`config.mk`:
```
export PLATFORM = sky130hd
export DESIGN_NAME = inst_fetch_ctrl
export DESIGN_NICKNAME = d
export VERILOG_FILES = /design/src/rtl/inst_fetch_ctrl_pkg.sv /design/src/rtl/inst_fetch_ctrl_fifo.sv /design/src/rtl/inst_fetch_ctrl.sv
export SDC_FILE = /design/constraint.sdc
export NUM_CORES = 1
export LEC_CHECK = 0
export BUFFER_PORTS_ARGS = -buffer_cell sky130_fd_sc_hd__buf_2
export CAP_MARGIN = 15
export CORE_MARGIN = 4
export CORE_UTILIZATION = 49
export CTS_CLUSTER_DIAMETER = 40
export CTS_CLUSTER_SIZE = 14
export DETAILED_ROUTE_END_ITERATION = 10
export PLACE_DENSITY = 0.76
export SLEW_MARGIN = 30
export SYNTH_ARGS = -nofsm -noshare
export SYNTH_HDL_FRONTEND = slang
export SYNTH_SLANG_ARGS = --single-unit
```
`constraint.sdc`:
```
create_clock -name clk -period 4.5 [get_ports clk]
set_input_delay 0.45 -clock clk [delete_from_list [all_inputs] [get_ports clk]]
set_output_delay 0.45 -clock clk [all_outputs]
set_load 0.03 [all_outputs]
```
`src/rtl/inst_fetch_ctrl_pkg.sv`:
```
// Shared types and constants for the instruction fetch controller.
package inst_fetch_ctrl_pkg;

  localparam int CPU_WIDTH           = 32;
  localparam int INST_MEM_ADDR_WIDTH = 10;

  localparam logic [CPU_WIDTH-1:0] PC_STEP    = 32'd4;
  localparam logic [CPU_WIDTH-1:0] ALIGN_MASK = {{(CPU_WIDTH-2){1'b1}}, 2'b00};

  typedef enum logic [1:0] {
    ST_BOOT  = 2'd0,
    ST_RUN   = 2'd1,
    ST_FLUSH = 2'd2
  } fetch_state_t;

  // Instructions are word aligned; the two low address bits are dropped.
  function automatic logic [CPU_WIDTH-1:0] align_pc(input logic [CPU_WIDTH-1:0] pc);
    return pc & ALIGN_MASK;
  endfunction

endpackage

```
`src/rtl/inst_fetch_ctrl_fifo.sv`:
```
// Synchronous fetch buffer: head is read combinationally from storage,
// push and pop may coincide even when full, flush empties it in one edge.
module fetch_fifo #(
  parameter int WIDTH = 64,
  parameter int DEPTH = 2
) (
  input  logic                     clk,
  input  logic                     rst_n,
  input  logic                     flush,
  input  logic                     push,
  input  logic                     pop,
  input  logic [WIDTH-1:0]         wdata,
  output logic [WIDTH-1:0]         rdata,
  output logic                     empty,
  output logic [$clog2(DEPTH):0]   count
);

  localparam int PW = $clog2(DEPTH);
  localparam logic [PW:0] ZERO = '0;

  logic [WIDTH-1:0] mem [DEPTH];
  logic [PW-1:0]    wr_ptr;
  logic [PW-1:0]    rd_ptr;

  // Pointer and occupancy bookkeeping; flush takes precedence over push/pop.
  always_ff @(posedge clk or negedge rst_n) begin
    if (!rst_n) begin
      wr_ptr <= '0;
      rd_ptr <= '0;
      count  <= '0;
    end else if (flush) begin
      wr_ptr <= '0;
      rd_ptr <= '0;
      count  <= '0;
    end else begin
      if (push) wr_ptr <= wr_ptr + 1'b1;
      if (pop)  rd_ptr <= rd_ptr + 1'b1;
      count <= count + {{PW{1'b0}}, push} - {{PW{1'b0}}, pop};
    end
  end

  // Storage carries data only, so it is left without reset.
  always_ff @(posedge clk) begin
    if (push && !flush) mem[wr_ptr] <= wdata;
  end

  assign rdata = mem[rd_ptr];
  assign empty = (count == ZERO);

endmodule

```
`src/rtl/inst_fetch_ctrl.sv`:
```
// Instruction fetch sequencer: issues sequential reads to a 1-cycle memory,
// tags each read with an epoch so redirects discard stale returns, and
// buffers returned words for decode behind a valid/ready handshake.
module inst_fetch_ctrl
  import inst_fetch_ctrl_pkg::*;
#(
  parameter logic [CPU_WIDTH-1:0] RESET_PC   = 32'h0000_0000,
  parameter int                   FIFO_DEPTH = 2
) (
  input  logic                 clk,
  input  logic                 rst_n,
  input  logic                 redirect_valid,
  input  logic [CPU_WIDTH-1:0] redirect_pc,
  output logic                 imem_req,
  output logic [CPU_WIDTH-1:0] imem_addr,
  input  logic [CPU_WIDTH-1:0] imem_rdata,
  output logic                 if_valid,
  output logic [CPU_WIDTH-1:0] if_pc,
  output logic [CPU_WIDTH-1:0] if_inst,
  input  logic                 id_ready
);

  localparam int          CW      = $clog2(FIFO_DEPTH);
  localparam logic [CW:0] DEPTH_V = (CW+1)'(FIFO_DEPTH);

  fetch_state_t         state;
  logic [CPU_WIDTH-1:0] fetch_pc;
  logic                 epoch;
  logic                 inflight;
  logic                 inflight_epoch;
  logic [CPU_WIDTH-1:0] inflight_pc;

  logic [CW:0]              count;
  logic [CW:0]              occupancy;
  logic                     empty;
  logic                     push;
  logic                     pop;
  logic                     issue;
  logic                     flush;
  logic [2*CPU_WIDTH-1:0]   head;

  // Issue/accept decisions. A redirect cycle neither issues nor counts a pop;
  // occupancy includes the word still in flight so the buffer never overflows.
  always_comb begin
    pop       = !empty && id_ready && !redirect_valid;
    occupancy = count + {{CW{1'b0}}, inflight} - {{CW{1'b0}}, pop};
    issue     = (state != ST_BOOT) && !redirect_valid && (occupancy < DEPTH_V);
    push      = inflight && (inflight_epoch == epoch);
    flush     = redirect_valid && (state != ST_BOOT);
  end

  // Control FSM with fetch PC and epoch; redirect outranks sequential advance.
  always_ff @(posedge clk or negedge rst_n) begin
    if (!rst_n) begin
      state    <= ST_BOOT;
      fetch_pc <= RESET_PC;
      epoch    <= 1'b0;
    end else begin
      case (state)
        ST_BOOT: begin
          state <= ST_RUN;
          if (redirect_valid) fetch_pc <= align_pc(redirect_pc);
        end
        default: begin
          if (redirect_valid) begin
            state    <= ST_FLUSH;
            epoch    <= ~epoch;
            fetch_pc <= align_pc(redirect_pc);
          end else begin
            state <= ST_RUN;
            if (issue) fetch_pc <= fetch_pc + PC_STEP;
          end
        end
      endcase
    end
  end

  // In-flight tracking: one outstanding read, tagged with the issuing epoch.
  always_ff @(posedge clk or negedge rst_n) begin
    if (!rst_n) begin
      inflight       <= 1'b0;
      inflight_epoch <= 1'b0;
    end else begin
      inflight <= issue;
      if (issue) inflight_epoch <= epoch;
    end
  end

  // PC of the outstanding read travels with its data into the buffer.
  always_ff @(posedge clk) begin
    if (issue) inflight_pc <= fetch_pc;
  end

  fetch_fifo #(
    .WIDTH (2*CPU_WIDTH),
    .DEPTH (FIFO_DEPTH)
  ) u_fifo (
    .clk   (clk),
    .rst_n (rst_n),
    .flush (flush),
    .push  (push),
    .pop   (pop),
    .wdata ({inflight_pc, imem_rdata}),
    .rdata (head),
    .empty (empty),
    .count (count)
  );

  assign imem_req  = issue;
  assign imem_addr = fetch_pc;
  assign if_valid  = !empty;
  assign if_pc     = empty ? '0 : head[2*CPU_WIDTH-1:CPU_WIDTH];
  assign if_inst   = empty ? '0 : head[CPU_WIDTH-1:0];

endmodule

```
==> results of run 1 <==
## registers in the layout, indices dropped and copies added, names as in the netlist
signal,cells
epoch,1
imem_addr,30
inflight,1
inflight_epoch,1
inflight_pc,30
state,2
u_fifo.count,2
u_fifo.mem,124
u_fifo.rd_ptr,1
u_fifo.wr_ptr,1
## cell usage after synthesis, types with 4 or more instances
master,count
nand3_1,10
nor2_1,85
mux2i_1,62
buf_4,4
o21ai_0,16
edfxtp_1,154
clkbuf_1,18
inv_1,10
nand4_1,7
nor3_1,9
nand2_1,31
a21oi_1,9
dfrtp_1,39
and3_1,5
nor4_1,9
buf_1,5
xnor2_1,14
a211oi_1,5
and4_1,4
## power groups by stage
stage	sequential [uW]	clock (uW)	combinational (uW)
after global routing	2550	1710	2080
final	2510	1610	1940
after floorplan	2540	0	1310
after global placement	2570	0	1860
after detailed placement	2550	0	1960
after CTS	2510	1640	1960
## per-layer routing
metal	part of all wire (%)	up-vias	GRT usage [%]
met2	48	273	30.8
met5	0	-	0
met4	2.3	0	8.48
met1	40	2427	25.0
li1	-	2357	-
met3	9.1	40	4.73
## worst register-to-register path, stage by stage, from the launching register on
cell	delay (ps)
dfrtp_1	440
nor2_1	550
nor2_1	230
inv_1	230
nand2_1	120
nor2_4	650
buf_12	320
## through the flow
step	instance area, um2	hold slack, ps	setup WS (ps)	utilization [%]	cells
6_report	9520	0.540	1220	61.9	935
5_1_grt	9520	21.0	984	61.9	935
4_1_cts	9510	174	1210	61.9	935
3_5_place_dp	8870	431	1630	57.7	903
3_3_place_gp	8850	425	1650	57.6	902
2_1_floorplan	7810	154	177	-	550
## worst max-delay path by stage
stage / startpoint / to / slack [ps]
floorplan: state[1] / u_fifo.mem[0][0] / 180
global placement: redirect_valid / imem_req / 1650
detailed placement: redirect_valid / imem_req / 1630
CTS: u_fifo.count[0] / imem_req / 1210
global route: u_fifo.count[0] / imem_req / 980
finish: u_fifo.count[0] / imem_req / 1220
## kinds of logic after synthesis
kind of cell	count (synthesis)
flops	193
simple gates	177
mux	63
compound gates	54
buf+inv	39
xor+xnor	17
fa+ha+maj	3
other cells	1
## cell usage in the layout (no fill, tap or decap), types with 3 or more instances in the layout
| cell | count |
|---|---|
| inv_1 | 10 |
| a211oi_1 | 5 |
| conb_1 | 4 |
| nor3_1 | 9 |
| nand2_1 | 31 |
| a221oi_1 | 3 |
| bufinv_16 | 5 |
| nor2_1 | 83 |
| ha_1 | 3 |
| buf_2 | 158 |
| mux2i_1 | 62 |
| o2bb2ai_1 | 3 |
| xnor2_1 | 14 |
| and3_1 | 4 |
| nand3_1 | 10 |
| xor2_1 | 3 |
| buf_4 | 11 |
| o21ai_0 | 16 |
| and4_1 | 4 |
| nor4_1 | 9 |
| nand4_1 | 7 |
| clkbuf_16 | 17 |
| edfxtp_1 | 154 |
| dfrtp_1 | 38 |
| a31oi_1 | 3 |
| a21oi_1 | 9 |
## final cells by class
cell class / count / area, um2
clock inverter: 13 / 210
tap: 211 / 264
fill: 1183 / 5860
clock buffer: 19 / 433
inverter: 10 / 37.5
timing repair buffer: 171 / 913
sequential: 193 / 5600
multi-input combinational: 318 / 2050
==> results.cfg, run 1 <==
[worst_setup_path]
worst-r2r-setup-slack_ps = 1630
slowest_stage = dfrtp_1
critical_path.most_common_cell = inv_1
critPathRequiredTime_ps = 4050
start_kind = flip-flop
crit_type = reg -> out
worst-path-buf-inv = 5
cp.arrival_ps = 2830
cp_slowest_stage_delay_ps = 420
critPathCaptureType = output port
crit_path_cell_trace = nor2_4 -> inv_1 -> nand3_1 -> inv_1 -> ha_1 -> xor2_1 -> xnor2_1 -> nand2_1 -> inv_1 -> buf_4 -> buf_2
r2r-start = state[1]
rr_endpoint = u_fifo.mem[0][11]
reg2reg_depth = 6
critical_path_peak_fanout = 16
path_depth = 11
crit_family = buffers and inverters

[route]
wl_per_cell_um = 18.3
drc = 0
first_pass_iters = 5
vias_per_cell = 5.45
wl_mm = 17.1
drt_iter0_drc = 575
antenna_left = 0
vias = 5097

[sta]
hold_viol = 0
maxSlewViolCount = 0
totalNegativeSetupSlack_ps = 0
finalCriticalPeriod_ps = 3280
fmax_ghz = 0.305
tightest_slew_ps = 833
setup_viol = 0
fin_skew_ps = 8.59
max_slew_margin_pct = 44.3
post-route-period-util_pct = 73.0
rsz0062_at_grt = false

[cts]
clkTransAtPathRegs_ps = 70
numCtsBuffers = 17
clockRootBuffer = clkbuf_16
cts.sinks = 193
cts_tree = done
cts_setup_buffers = 0
postCtsHoldBufs = 0
clk_latency_ps = 420
ctsResizeCount = 0
h-tree-depth = 4
clock_path_buffers = 2

[logic_synthesis]
syn_avg_cell_area_um2 = 14.3
synth-xor-area-share_pct = 1.91
yosys_warnings = 0
synthTopCellsByArea = edfxtp_1 (59%), dfrtp_1 (13%), mux2i_1 (8.0%)
synth_fa_ha_area_share_pct = 0.481
synth_top_area_cell = edfxtp_1
synthSimpleGateAreaFrac_pct = 10.7
ys.flop_type = edfxtp_1
synth_cell_types = 56
synth-compound-area-share_pct = 4.70
ys_ff_latch = 193
syn_inst = 547
muxShareOfSynthArea_pct = 8.10
synth_top_family_by_area = simple AND/OR/NAND/NOR gates
ys_seq_area_share_pct = 71.8
synth-edff-count = 154
synthArstFlopShare_pct = 20.2
synth_top_area_share_pct = 59.3
syn_area_um2 = 7800

[status]
status = completed

[pwr]
switching_share_pct = 36.4
p_leak_uw = 0.00365
p_switching_uw = 2210
irDropWorstVdd_mv = 0.328
p_per_area_nw_per_um2 = 637
pwr-share-comb_pct = 32.0
p_int_uw = 3850
power_uw = 6060
clockPowerShare_pct = 26.6
p_seq_share_pct = 41.4

[floorplanning]
rows = 45
dieArea_um2 = 18000
start_util_pct = 50.7
io_pins = 166
coreArea_um2 = 15400
dieWidth_um = 134
fp.dieH_um = 134

[placement]
port_buffers = 159
hpwl_mm = 11.6
gp_congestion = 0.928

[grt]
grt-ovfl-total = 0
grt_pass1_vias = 5240
antenna_found_initial = 0
track_usage_pct = 19.2
grt_pass1_wl_mm = 27.0
grt_max_degree = 63

[final_layout]
nets = 782
drive_gt1_share_pct = 29.6
area_growth_pct = 22.1
diodes = 0

[hold_path]
hold_path_class = in -> async

[run]
maxCapViolations = 0
No activity file was read; power rests on OpenSTA's default activity.
==> inputs of run 2 (changes only) <==
--- a/config.mk
+++ b/config.mk
@@ -5,14 +5,15 @@
 export SDC_FILE = /design/constraint.sdc
 export NUM_CORES = 1
 export LEC_CHECK = 0
+export ABC_AREA = 1
 export BUFFER_PORTS_ARGS = -buffer_cell sky130_fd_sc_hd__buf_2
 export CAP_MARGIN = 15
 export CORE_MARGIN = 4
-export CORE_UTILIZATION = 49
+export CORE_UTILIZATION = 50
 export CTS_CLUSTER_DIAMETER = 40
 export CTS_CLUSTER_SIZE = 14
 export DETAILED_ROUTE_END_ITERATION = 10
-export PLACE_DENSITY = 0.76
+export PLACE_DENSITY = 0.77
 export SLEW_MARGIN = 30
 export SYNTH_ARGS = -nofsm -noshare
 export SYNTH_HDL_FRONTEND = slang
==> constraint.sdc (replaced) <==
create_clock -name clk -period 2.8 [get_ports clk]
set_input_delay 0.28 -clock clk [delete_from_list [all_inputs] [get_ports clk]]
set_output_delay 0.28 -clock clk [all_outputs]
set_load 0.03 [all_outputs]
==> results.cfg, run 2 <==
[pwr]
clockPowerShare_pct = 22.1
switching_share_pct = 41.0
p_seq_share_pct = 41.5
p_leak_uw = 0.00421
power_uw = 10400
pwr-share-comb_pct = 36.4
p_per_area_nw_per_um2 = 1040
irDropWorstVdd_mv = 0.621
p_switching_uw = 4260
p_int_uw = 6110

[final_layout]
diodes = 0
drive_gt1_share_pct = 22.7
area_growth_pct = 20.1
nets = 1043
final_common_cell = nand2_1
final_cell_mix = nand2_1 (314), buf_2 (158), edfxtp_1 (154)
largest-register = u_fifo.mem
largest_reg_flops = 124

[worst_setup_path]
path_depth = 11
critPathCaptureType = output port
crit_path_cell_trace = nor2_4 -> inv_2 -> nand3_1 -> inv_1 -> ha_1 -> nor2_1 -> inv_1 -> nand2_1 -> nand3_4 -> clkinvlp_4 -> buf_2
crit_end = imem_req
crit_type = reg -> out
critical_path_peak_fanout = 5
start_kind = flip-flop
worst-r2r-setup-slack_ps = 550
worst-path-buf-inv = 5
cp_slowest_stage_delay_ps = 450
r2r-start = u_fifo.count[1]
rr_endpoint = inflight_pc[7]
reg2reg_depth = 11
slowest_stage = dfrtp_1
critPathRequiredTime_ps = 2520
cp.arrival_ps = 2310
crit_family = simple AND/OR/NAND/NOR gates
critical_path.most_common_cell = inv_1
cp-startpoint = u_fifo.count[1]

[cts]
clockRootBuffer = clkbuf_16
numCtsBuffers = 17
clk_latency_ps = 420
cts.sinks = 193
cts_tree = done
clkTransAtPathRegs_ps = 70
ctsResizeCount = 0
cts_setup_buffers = 0
h-tree-depth = 4
clock_path_buffers = 2
postCtsHoldBufs = 0

[hold_path]
hp-start = imem_rdata[8]
hold_path_class = in -> reg

[logic_synthesis]
synth_top_area_cell = edfxtp_1
syn_area_um2 = 8260
synth_cell_types = 28
synth_fa_ha_area_share_pct = 0.454
syn_inst = 809
ys.flop_type = edfxtp_1
synth-edff-count = 154
synthTopCellsByArea = edfxtp_1 (56%), nand2_1 (14%), dfrtp_1 (12%)
synthArstFlopShare_pct = 20.2
syn_avg_cell_area_um2 = 10.2
synthSimpleGateAreaFrac_pct = 21.1
synth-xor-area-share_pct = 0.742
synth_common_cells = nand2_1 (315), edfxtp_1 (154), a21oi_1 (64)
synth_top_family_by_area = simple AND/OR/NAND/NOR gates
ys_seq_area_share_pct = 67.8
muxShareOfSynthArea_pct = 0.242
ys_ff_latch = 193
yosys_warnings = 0
synth_most_common_cell = nand2_1
synth-compound-area-share_pct = 5.56
synth_top_area_share_pct = 56.0

[sta]
max_slew_margin_pct = 54.1
totalNegativeSetupSlack_ps = 0
fin_skew_ps = 6.72
finalCriticalPeriod_ps = 2590
fmax_ghz = 0.387
setup_viol = 0
tightest_slew_ps = 689
hold_ws_ps = 44.4
maxSlewViolCount = 0
rsz0062_at_grt = false
hold_viol = 0
post-route-period-util_pct = 92.4

[floorplanning]
start_util_pct = 51.4
coreArea_um2 = 16100
dieWidth_um = 137
rows = 46
io_pins = 166
dieArea_um2 = 18600
fp.dieH_um = 137

[route]
wl_met3_mm = 1.41
vias = 6088
topRoutingLayerUsed = met4
vias_per_cell = 5.07
wl_met1_mm = 7.59
antenna_left = 0
first_pass_iters = 5
wl_met2_mm = 8.61
wl_per_cell_um = 15.0
wl_mm = 18.0
drc = 0
drt_iter0_drc = 402

[run]
maxCapViolations = 0

[status]
status = completed

[placement]
port_buffers = 159
gp_congestion = 0.917
hpwl_mm = 12.1

[grt]
grt_max_degree = 65
grt-ovfl-total = 0
grt_pass1_wl_mm = 28.2
grt_pass1_vias = 5717
antenna_found_initial = 0
track_usage_pct = 19.7
## run 2: cell types whose count changed after synthesis, sizes merged, moves of 6 or more
cell	delta
o21ai	+8
nand2	+285
nor4	-8
mux2i	-60
inv	+36
xnor2	-11
nor2	-30
a21oi	+55
nand4	-6
nor3	-8
nand3	+40
buf	+7
or2	+6
## run 2: cell families after synthesis
logic type                 count (synthesis)
DFF                                      193
other                                      1
xor gates and xnor gates                   7
buffers and inverters                     79
AOI/OAI and AO/OA                         91
muxes                                      2
adders and majority gates                  3
and+or+nand+nor                          433
## run 2: worst min path at each step
stage                   endpoint  slack [ps]  depth (start not counted)
2_1_floorplan              epoch         -20                          0
3_3_place_gp   u_fifo.mem[0][61]         420                          0
3_5_place_dp   u_fifo.mem[1][62]         430                          0
4_1_cts            imem_addr[23]          10                          1
5_1_grt        u_fifo.mem[1][26]          20                          1
6_report        u_fifo.mem[1][8]          40                          1
## run 2: stage by stage
| stage | setup slack, ps | util, % | cells | cell area, um2 |
|---|---|---|---|---|
| after floorplan | -400 | - | 812 | 8310 |
| after global placement | 474 | 58.3 | 1168 | 9360 |
| after detailed placement | 367 | 58.3 | 1168 | 9360 |
| after CTS | 169 | 61.7 | 1199 | 9910 |
| after global routing | 77.7 | 61.8 | 1200 | 9920 |
| final | 213 | 61.8 | 1200 | 9920 |
## run 2: cell type report
type,count,area [um2]
clock buffers,21,440
inverters,46,179
well taps,216,270
flip-flops and latches,193,5600
repair buffers,174,938
clock inverters,10,114
multi-input cells,540,2380
fillers,1276,6130
## run 2: power by group through the flow
stage,registers (uW),clock network [uW],logic [uW]
global route,4370,2470,4130
global placement,4330,0,3760
finish,4300,2300,3770
detailed placement,4350,0,3810
floorplan,4520,0,2370
CTS,4290,2340,3820
## run 2: metal layers
metal	up-vias	GRT usage (%)
met1	2819	26.1
li1	3020	-
met4	0	7.89
met3	33	4.23
met2	216	31.9
met5	-	0
